File: config.mk
export PLATFORM = sky130hd
export DESIGN_NAME = sdram_arbiter
export DESIGN_NICKNAME = d
export VERILOG_FILES = /design/src/rtl/sdram_arb_pkg.sv /design/src/rtl/rr_picker.sv /design/src/rtl/sdram_arbiter.sv
export SDC_FILE = /design/constraint.sdc
export NUM_CORES = 1
export LEC_CHECK = 0
export CORE_AREA = 2 2 140 142
export CTS_CLUSTER_SIZE = 8
export DETAILED_ROUTE_END_ITERATION = 8
export DIE_AREA = 0 0 142 144
export PLACE_DENSITY = 0.71
export SYNTH_ARGS = -nofsm -noshare
export SYNTH_HDL_FRONTEND = slang
export SYNTH_HIERARCHICAL = 1
export SYNTH_SLANG_ARGS = --single-unit
File: constraint.sdc
create_clock -name i_clk -period 3.35 [get_ports i_clk]
set_clock_uncertainty 0.15 [all_clocks]
set_input_delay 0.5025 -clock i_clk [delete_from_list [all_inputs] [get_ports i_clk]]
set_output_delay 0.5025 -clock i_clk [all_outputs]
set_load 0.01 [all_outputs]
File: src/rtl/sdram_arb_pkg.sv
// rtl/sdram_arb_pkg.sv - shared types and defaults for the SDRAM port arbiter
// Purpose: FSM state encoding, default bus widths and the timeout limit.
// Ports: none (package).
package sdram_arb_pkg;

  typedef enum logic {
    ARB_IDLE = 1'b0,
    ARB_BUSY = 1'b1
  } arb_state_e;

  localparam int DEF_ADDR_W  = 23;
  localparam int DEF_DATA_W  = 32;
  localparam int DEF_TIMEOUT = 255;
  localparam int CNT_W       = 8;

endpackage

File: src/rtl/rr_picker.sv
// rtl/rr_picker.sv - combinational round-robin request picker
// Purpose: selects the first requester scanning last+1, last+2, ... modulo NUM_REQ,
//          so the previous winner has the lowest priority.
// Ports:
//   req    in  NUM_REQ  request vector
//   last   in  IDX_W    index of the previous winner
//   onehot out NUM_REQ  one-hot selected requester (0 when none)
//   index  out IDX_W    binary index of the selected requester
//   valid  out 1        at least one request present
module rr_picker #(
  parameter int NUM_REQ = 4,
  parameter int IDX_W   = $clog2(NUM_REQ)
) (
  input  logic [NUM_REQ-1:0] req,
  input  logic [IDX_W-1:0]   last,
  output logic [NUM_REQ-1:0] onehot,
  output logic [IDX_W-1:0]   index,
  output logic               valid
);

  always_comb begin
    logic [IDX_W-1:0] cand;
    onehot = '0;
    index  = '0;
    valid  = 1'b0;
    cand   = '0;
    // i runs 1..NUM_REQ so the previous winner is examined last.
    for (int i = 1; i <= NUM_REQ; i++) begin
      cand = IDX_W'((int'(last) + i) % NUM_REQ);
      if (!valid && req[cand]) begin
        valid        = 1'b1;
        onehot[cand] = 1'b1;
        index        = cand;
      end
    end
  end

endmodule

File: src/rtl/sdram_arbiter.sv
// rtl/sdram_arbiter.sv - round-robin arbiter sharing one SDRAM port between NUM_REQ masters
// Purpose: grants one access per grant, latches the winning command for the whole access,
//          routes completion/readdata back to the owner, forces completion on timeout.
// Ports:
//   i_clk, i_rst                 clock, asynchronous active-low reset
//   req_read/req_write           per-master level requests, held until finished
//   req_addr/req_writedata       packed per-master command fields
//   req_readdata/req_finished    completion data and pulse to the granted master
//   sdram_*                      command/completion interface to the SDRAM controller
//   grant, busy                  current owner (one-hot) and access-in-progress flag
//   timeout_err, clr_err         sticky error flag and its synchronous clear
module sdram_arbiter
  import sdram_arb_pkg::*;
#(
  parameter int NUM_REQ = 4,
  parameter int ADDR_W  = DEF_ADDR_W,
  parameter int DATA_W  = DEF_DATA_W,
  parameter int TIMEOUT = DEF_TIMEOUT
) (
  input  logic                  i_clk,
  input  logic                  i_rst,
  input  logic [NUM_REQ-1:0]    req_read,
  input  logic [NUM_REQ-1:0]    req_write,
  input  logic [NUM_REQ*ADDR_W-1:0] req_addr,
  input  logic [NUM_REQ*DATA_W-1:0] req_writedata,
  output logic [DATA_W-1:0]     req_readdata,
  output logic [NUM_REQ-1:0]    req_finished,
  output logic                  sdram_read,
  output logic                  sdram_write,
  output logic [ADDR_W-1:0]     sdram_addr,
  output logic [DATA_W-1:0]     sdram_writedata,
  input  logic [DATA_W-1:0]     sdram_readdata,
  input  logic                  sdram_finished,
  output logic [NUM_REQ-1:0]    grant,
  output logic                  busy,
  output logic                  timeout_err,
  input  logic                  clr_err
);

  localparam int IDX_W = $clog2(NUM_REQ);

  arb_state_e          state_q, state_d;
  logic [IDX_W-1:0]    last_q, last_d;
  logic [IDX_W-1:0]    gidx_q, gidx_d;
  logic [NUM_REQ-1:0]  grant_q, grant_d;
  logic                cmd_rd_q, cmd_rd_d;
  logic                cmd_wr_q, cmd_wr_d;
  logic [ADDR_W-1:0]   cmd_addr_q, cmd_addr_d;
  logic [DATA_W-1:0]   cmd_wdata_q, cmd_wdata_d;
  logic [CNT_W-1:0]    cnt_q, cnt_d;
  logic                err_q, err_d;

  logic [NUM_REQ-1:0]  pick_onehot;
  logic [IDX_W-1:0]    pick_idx;
  logic                pick_valid;
  logic                set_err;
  logic                done;

  rr_picker #(
    .NUM_REQ (NUM_REQ),
    .IDX_W   (IDX_W)
  ) u_picker (
    .req    (req_read | req_write),
    .last   (last_q),
    .onehot (pick_onehot),
    .index  (pick_idx),
    .valid  (pick_valid)
  );

  always_ff @(posedge i_clk or negedge i_rst) begin
    if (!i_rst) begin
      state_q     <= ARB_IDLE;
      last_q      <= IDX_W'(NUM_REQ - 1);
      gidx_q      <= '0;
      grant_q     <= '0;
      cmd_rd_q    <= 1'b0;
      cmd_wr_q    <= 1'b0;
      cmd_addr_q  <= '0;
      cmd_wdata_q <= '0;
      cnt_q       <= '0;
      err_q       <= 1'b0;
    end else begin
      state_q     <= state_d;
      last_q      <= last_d;
      gidx_q      <= gidx_d;
      grant_q     <= grant_d;
      cmd_rd_q    <= cmd_rd_d;
      cmd_wr_q    <= cmd_wr_d;
      cmd_addr_q  <= cmd_addr_d;
      cmd_wdata_q <= cmd_wdata_d;
      cnt_q       <= cnt_d;
      err_q       <= err_d;
    end
  end

  always_comb begin
    state_d      = state_q;
    last_d       = last_q;
    gidx_d       = gidx_q;
    grant_d      = grant_q;
    cmd_rd_d     = cmd_rd_q;
    cmd_wr_d     = cmd_wr_q;
    cmd_addr_d   = cmd_addr_q;
    cmd_wdata_d  = cmd_wdata_q;
    cnt_d        = cnt_q;
    set_err      = 1'b0;
    done         = 1'b0;
    req_finished = '0;
    req_readdata = '0;

    case (state_q)
      ARB_IDLE: begin
        cnt_d = '0;
        if (pick_valid) begin
          state_d     = ARB_BUSY;
          gidx_d      = pick_idx;
          grant_d     = pick_onehot;
          // A simultaneous read+write is resolved as a write and flagged.
          cmd_wr_d    = req_write[pick_idx];
          cmd_rd_d    = req_read[pick_idx] & ~req_write[pick_idx];
          set_err     = req_read[pick_idx] & req_write[pick_idx];
          cmd_addr_d  = req_addr[int'(pick_idx)*ADDR_W +: ADDR_W];
          cmd_wdata_d = req_writedata[int'(pick_idx)*DATA_W +: DATA_W];
        end
      end
      ARB_BUSY: begin
        // A real completion in the timeout cycle takes precedence over the forced one.
        done = sdram_finished || (cnt_q == CNT_W'(TIMEOUT));
        if (done) begin
          set_err      = ~sdram_finished;
          req_finished = grant_q;
          req_readdata = sdram_finished ? sdram_readdata : '0;
          state_d      = ARB_IDLE;
          last_d       = gidx_q;
          grant_d      = '0;
          cmd_rd_d     = 1'b0;
          cmd_wr_d     = 1'b0;
          cnt_d        = '0;
        end else begin
          cnt_d = cnt_q + 1'b1;
        end
      end
      default: state_d = ARB_IDLE;
    endcase

    // Set has priority over clear.
    err_d = (err_q & ~clr_err) | set_err;
  end

  assign busy            = (state_q == ARB_BUSY);
  assign grant           = grant_q;
  assign sdram_read      = cmd_rd_q;
  assign sdram_write     = cmd_wr_q;
  assign sdram_addr      = busy ? cmd_addr_q : '0;
  assign sdram_writedata = busy ? cmd_wdata_q : '0;
  assign timeout_err     = err_q;

endmodule

==> results.txt, run 1 <==
The area fraction of the dominant cell type after synthesis is 32.6%. The maximum clock frequency came out at 324 MHz. The number of flip-flops and latches in the synthesized netlist is 75. The fraction of the cycle the final worst path needs is 92.1%.

The number of cells upsized or downsized after cts came out at 0. The overflow left after global routing came out at 0. Summing all non-filler instances in the final layout gives an area of 9920 µm². For this block, the via count after detailed routing is approximately 5700. The starting utilization of the core area is 29.4%. The count of cell types in the netlist is 46. The standby leakage power came out at roughly 4.2 nW. The number of port buffers came out at about 360. The total number of H-tree levels is 3. The layout has 1758 filler cells. The post-route netlist has 12.8% of its cells at a drive strength greater than 1.

The fraction of the yosys area taken by sequential cells is 33.5%. The required time reported for the critical path endpoint came out at roughly 3.5 ns. The average wire per standard cell is about 18 µm. The clock latency on the worst-skew pair came out at 0.34 ns. The shortest period the worst path allows is 3.09 ns. The maximum number of pins on one net before global-route repair is 76.

The final sum of negative setup slack came out at 0 ns. In the post-synthesis netlist, the cell with the most instances is nand2_1. Buffers added to address setup during post-CTS repair amount to 0. The cell at the root of the clock tree is clkbuf_16. The overall track demand over capacity in global routing is 20.4%.

The worst setup path is launched from an input pin. The die outline area came out at 20400 µm². The instance count of the mapped netlist is 582. The async set-or-reset flop fraction in the synthesized netlist came out at 100%.

Setup violations remaining at the end of the flow were counted as 0. Max-cap violations in this run came to 0. The cell area after placement is 9590 µm². The number of search-and-repair iterations in the first detailed-routing pass came out at 4.

The via count of the first global-routing pass came out at about 5800. The wire length after detailed routing came out at 21300 µm. Buffers inserted to repair hold after CTS numbered 0. The core region is about 19000 µm².

The synthesized design spends more area on one cell type than any other, namely dfrtp_1. The CTS tree is done. The commonest cells after synthesis are nand2_1 (192), dfrtp_1 (73), and2_1 (60), mux4_2 (59), and3_1 (33). The Yosys step of the flow raised 6 warnings.

Measured along the y axis, the die boundary spans between 100 and 150 µm. The maximum resistive drop on vdd came out at 0.000522 V. The number of flops mapped to enable cells by yosys is 0. The routability-driven placement congestion ratio is 0.846. The power per unit of standard cell area is 847 nW/µm². The post-DP HPWL is approximately 17000 µm. The completed layout was analyzed and its total power is 8.41 mW. The worst reg2reg path startpoint is last_q[0]$_DFFE_PN1P_. The number of antenna violations at the first check in global routing is 0.

The count of boundary I/O pins came out at 363. The critical-path maximum fanout came out at 4. The number of hold violations in the final report came out at 0. The element type at the critical path end is a register. The count of unresolved DRC violations after routing came out at 0.

Clock-pin slew was measured on the worst setup and hold paths at 0.06 ns. The transition time of the tightest slew-check pin is 1.28 ns. Counting the buffers created by CTS gives 9.

The start point of the critical path is req_read[2]. The antenna violation net count after detailed routing is 0. The number of placement rows came out at 51. The number of max-slew violations in the final report is 0. After the last flow step, the layout net total stands at 1205. The run finished with clean final reports. Relative to the synthesized area, the layout overhead comes to 76.9%. The synthesized net count is 855. The clock net sink count is 75. The buffer levels on the longest clock path is 2. In the routed layout, each cell is associated on average with a via count of 4.88.

The number of DRC violations after detailed-routing iteration 0 came out at 237. The tightest min-delay check is of the in -> async type. For the worst setup path, the data arrival time is between 3 and 4 ns. The total standard cell area after synthesis is 5610 µm². After synthesis, the cell types taking the most area are dfrtp_1 (33%), mux4_2 (24%), nand2_1 (13%), and2_1 (6.7%), and3_1 (3.7%).

A synthesized cell averages between 9 and 10 µm². By startpoint and endpoint, the worst setup path is classified as in -> reg. The global-route wire length before repair is 31500 µm. The width of the die came out at 142 µm.

Setup repair after global routing left no endpoint under its margin. The leading register cell type out of synthesis is dfrtp_1. The number of antenna repair diodes is 0. The worst slew margin relative to its limit is between 10% and 20%.
path summary, 6_finish.rpt:
| check | to | slack [ns] | cells past startpoint |
|---|---|---|---|
| setup / recovery | sdram_read$_DFFE_PN0P_ | 0.26 | 11 |
| setup reg to reg | sdram_read$_DFFE_PN0P_ | 0.28 | 11 |
| hold / removal | cmd_wdata_q[18]$_DFFE_PN0P_ | 0.17 | 1 |
| min in group i_clk | cmd_wdata_q[7]$_DFFE_PN0P_ | 0.31 | 2 |
| hold reg to reg | cmd_wdata_q[7]$_DFFE_PN0P_ | 0.31 | 2 |
| max in group asynchronous | busy$_DFF_PN0_ | 2.19 | 1 |
state kept, by name, summed over array words and instances, names as in the netlist, 2 cells and up:
| signal | cells |
|---|---|
| cmd_addr_q | 23 |
| cmd_wdata_q | 32 |
| cnt_q | 8 |
| gidx_q | 2 |
| grant | 4 |
| last_q | 2 |
critical path, stage by stage:
cell and delay [ns]:
clkdlybuf4s50_1 0.42, or2_2 0.32, mux2i_1 0.14, a211oi_1 0.09
a311o_1 0.35, a221oi_4 0.24, buf_4 0.20, mux4_2 0.55
nand3b_1 0.17, o21a_1 0.11, o22ai_2 0.10
layout make-up:
type | instances | area (µm²) | share of cell area [%]
multi-input combinational | 445 | 3440 | 34.7
clock buffer | 11 | 233 | 2.35
sequential | 75 | 1880 | 19.0
inverter | 12 | 45.0 | 0.454
tap | 238 | 298 | 3.00
clock inverter | 5 | 103 | 1.03
timing repair buffer | 389 | 3920 | 39.5
through the flow:
stage / utilization (%) / worst slack (ns) / instances / hold slack (ns)
4_1_cts: 52.0 / 0.241 / 1175 / 0.222
3_5_place_dp: 50.2 / -0.0841 / 1159 / 0.305
5_1_grt: 52.0 / 0.0962 / 1175 / 0.263
6_report: 52.0 / 0.263 / 1175 / 0.170
2_1_floorplan: - / 0.0430 / 582 / 0.0569
3_3_place_gp: 50.2 / -0.0379 / 1159 / 0.299
per-layer routing:
metal / track usage [%] / vias up / wire length, µm
li1: - / 2720 / -
met1: 23.5 / 2691 / 7950
met2: 35.9 / 287 / 10900
met3: 5.79 / 31 / 1820
met4: 7.95 / 0 / 619
met5: 0 / - / 0
power by group:
part	internal (mW)	switching, mW
Combinational	3.13	2.58
Clock	0.728	0.395
Sequential	1.33	0.238
placed cells by master, fill, tap and decap left out, drive strengths merged, types with 2 or more instances in the layout:
master	n
a2111o	4
a211oi	3
a21oi	4
a31oi	5
and2	60
and3	33
and4	2
buf	28
bufinv	3
clkbuf	11
clkdlybuf4s50	361
dfrtp	73
dfstp	2
ha	9
inv	12
mux2	3
mux2i	3
mux4	59
nand2	192
nand2b	4
nand3	3
nand3b	2
nand4	7
nor2	13
o21a	2
o21ai	7
o221ai	2
o31ai	4
or2	5
or3	4
xor2	5
logic make-up after synthesis:
family	count (synthesis)	synth area share [%]
xor+xnor	6	0.937
buf+inv	62	6.11
fa+ha+maj	9	2.01
mux	65	24.9
simple gates	329	27.8
compound gates	36	4.75
flops	75	33.5
Power figures use the tool's default switching activity.
==> run 2, diff against run 1 <==
- SYNTH_HIERARCHICAL: 1 -> unset
==> run 2 against run 1 <==
First-iteration DRC count increased by 4.2%. Design area up 1.3%. Global-route usage increased by 1.5 points. Area after synthesis grew 0.98%. Sequential share of layout area decreased by 0.24 points.
==> results.txt, run 2 <==
The count of unresolved DRC violations after routing came out at 0. The clock net sink count came out at 75. The total number of yosys warnings came out at 0.

The CTS tree is done. After detailed placement, the total cell area comes to 9760 µm². For this run, the detailed router's first-pass iteration total came to 5. The filler cell count is 1779. The path class of the tightest hold or removal check is in -> async. The number of hold violations in the final report came out at 0. The hold-fix buffer count after cts came out at 0.

Among all stages on the critical path, the largest delay is contributed by dfstp_2. The number of max-slew violations in the final report came out at 0. The power per unit of standard cell area is 812 nW/µm². The critical path launch point type is a register. The clock latency on the worst-skew pair came out at 0.34 ns.

The number of vias in the routed layout came out at 6558. STA classifies the critical path endpoint as a register. The floorplan step defined a die boundary enclosing 20400 µm². The final sum of negative setup slack came out at 0 ns. The die outline height came out at between 100 and 150 µm. The tree is rooted in a clkbuf_16.

After synthesis, the netlist uses between 40 and 50 different library cells. The transition time of the tightest slew-check pin is about 1 ns. The share of the core filled with cells is 52.7%. After synthesis, the most frequently instantiated cells are nand2_1 (74), dfrtp_1 (73), a31oi_1 (61). No sink is reached through more buffers than the 2 on the longest clock path.

The count of boundary I/O pins is 363. In this run the core area contains 51 standard-cell rows. Of all flip-flops after synthesis, the portion carrying an async set or reset was 100%. The cell area after layout came out at 10000 µm². The shortest period the worst path allows came out at 3.01 ns. Max-cap violations in this run came to 0. In this run, post-CTS repair resized a total of 0 instances.

The maximum number of pins on one net before global-route repair came out at 76. The maximum resistive drop on vdd came out at roughly 0.00034 V. The proportion of layout cells with a drive suffix above 1 is 7.94%. In this run the tool buffered the top-level ports with roughly 360 buffer cells. The area of the placeable core came out at 19100 µm².

The register with the most flip-flops in the layout has 32 of them. The overall track demand over capacity in global routing is 21.9%. The largest registers in the layout are cmd_wdata_q x32, cmd_addr_q x23, cnt_q x8.

The critical path is of the reg -> reg type. The total CTS buffers is 9. Synthesis produced a netlist with a net count of about 930. Global routing finished with a remaining overflow of 0. The required time reported for the critical path endpoint came out at 3.40 ns. The die is 142 µm wide.

The largest incremental delay on the critical path came out at 0.53 ns. Static timing analysis puts the maximum clock frequency at 332 MHz. The post-DP HPWL came out at 17400 µm. The wire length after detailed routing came out at 22700 µm. The worst slew margin relative to its limit is 32.1%. The routability-driven placement congestion ratio is 0.908. Yosys instantiated no cell more often than nand2_1. Yosys mapped a number of flops with a built-in enable equal to 0. Ranked by total cell area, the synthesized netlist is headed by dfrtp_1 (32%), mux2i_1 (9.9%), and4_1 (8.5%), o211ai_1 (7.4%), a31oi_1 (6.7%). The first global-routing pass estimated 34900 µm of wire. The final total power is 8.16 mW. The leading register cell type out of synthesis is dfrtp_1. STA puts the critical path data arrival time at 3.06 ns. The leading cell type in the layout, fill and taps excluded is clkdlybuf4s50_1.

The number of antenna violations at the first check in global routing came out at 2. After the first detailed-routing iteration, the DRC count stood at 247. The critical path goes through inv_1, ha_1, nor3_1, a21o_1, a221o_2, buf_12, nand2_2, buf_12, buf_4, a31oi_1, o211ai_1. The critical-path maximum fanout came out at 31.

After synthesis the cells add up to 5660 µm². The worst path uses 89.9% of the clock period. The flip-flop and latch area is 1880 µm². The antenna violation net count after detailed routing is 0. The via count of the first global-routing pass came to 6584. The area added between synthesis and finish is 77.4%. The synthesized area divided by synthesized cell count came out at 8.67 µm². The flow ran to the end, and the final reports show no timing, DRC or antenna violations. Leaving out fill and tap cells, the most frequent cells in the layout are clkdlybuf4s50_1 (361), nand2_1 (72), dfrtp_1 (72). The instance count of the mapped netlist is 653.

The clock edge transition at the registers on the reported setup and hold paths came out at 0.06 ns. Of the synthesized area, sequential elements account for 33.2%. In this run the static leakage power is 4.15 nW. Summed over its instances, the top area cell type makes up 32.3% of the synthesized netlist area. The number of flip-flops and latches in the synthesized netlist came out at 75. Setup repair after global routing left no endpoint under its margin.

The final layout contains 1275 nets. The total area of multi-input combinational cells came out at 3500 µm². The average wire per standard cell came out at 18.2 µm. The post-detailed-route via-to-cell ratio is 5.26. The total number of H-tree levels is 3. The register with the most flip-flops in the final layout is cmd_wdata_q.

In this design, the critical path's most frequently occurring cell is buf_12. Setup violations remaining at the end of the flow were counted as 0. The cell accounting for the most synthesized area is dfrtp_1. Once the clock tree was built, the setup fixing pass inserted 0 buffers. Once the floorplan was initialized, standard cells occupied a little under 30% of the core.
-- run 2: power breakdown --
| part | switching (mW) | total, mW | internal, mW | leakage, nW |
|---|---|---|---|---|
| Clock | 0.398 | 0.974 | 0.575 | 0.136 |
| Sequential | 0.251 | 1.60 | 1.35 | 0.930 |
| Combinational | 2.83 | 5.59 | 2.76 | 3.09 |
| Total | 3.48 | 8.16 | 4.68 | 4.15 |
-- run 2: routing by layer --
layer | global-route usage [%] | up-vias | wire [µm]
met5 | 0 | - | 16
met4 | 10.4 | 2 | 965
met3 | 6.39 | 55 | 1940
met2 | 38.4 | 333 | 11300
met1 | 24.5 | 3024 | 8490
li1 | - | 3144 | -
-- run 2: logic make-up after synthesis --
logic type / count (synthesis) / share of synthesized area (%)
mux: 60 / 10.9
fa+ha+maj: 9 / 1.99
compound gates: 155 / 19.2
xor+xnor: 6 / 0.928
simple gates: 271 / 28.0
buf+inv: 77 / 5.88
flops: 75 / 33.2
-- run 2: area by class of cell --
| cell class | instances | area share [%] |
|---|---|---|
| antenna | 1 | 0.0249 |
| multi-input combinational | 501 | 34.8 |
| inverter | 10 | 0.374 |
| timing repair buffer | 405 | 40.2 |
| sequential | 75 | 18.7 |
| clock buffer | 11 | 2.32 |
| clock inverter | 5 | 0.548 |
| tap | 238 | 2.96 |
-- run 2: path summary, 6_finish.rpt --
kind,start,endpoint,slack [ns],cells past startpoint
max in group asynchronous,i_rst,busy$_DFF_PN0_,2.17,1
min reg2reg,gidx_q[1]$_DFFE_PN0P_,gidx_q[1]$_DFFE_PN0P_,0.33,1
min in group i_clk,gidx_q[1]$_DFFE_PN0P_,gidx_q[1]$_DFFE_PN0P_,0.33,1
min,i_rst,grant[2]$_DFFE_PN0P_,0.16,1
max,last_q[0]$_DFFE_PN1P_,cmd_addr_q[20]$_DFFE_PN0P_,0.34,11
max reg2reg,last_q[0]$_DFFE_PN1P_,cmd_addr_q[20]$_DFFE_PN0P_,0.34,11
-- run 2: through the flow --
stage	hold WS (ns)	instances	worst slack, ns
after global placement	0.310	1229	0.0766
after global routing	0.270	1246	0.169
final	0.162	1246	0.337
after detailed placement	0.316	1229	0.0367
after CTS	0.224	1245	0.316
after floorplan	0.0569	653	0.469
-- run 2: critical path: cells and delay by family (launching register included) --
kind	cells	cell delay, ns
flops	1	0.53
fa+ha+maj	1	0.44
buf+inv	4	0.67
simple gates	2	0.39
compound gates	4	0.68
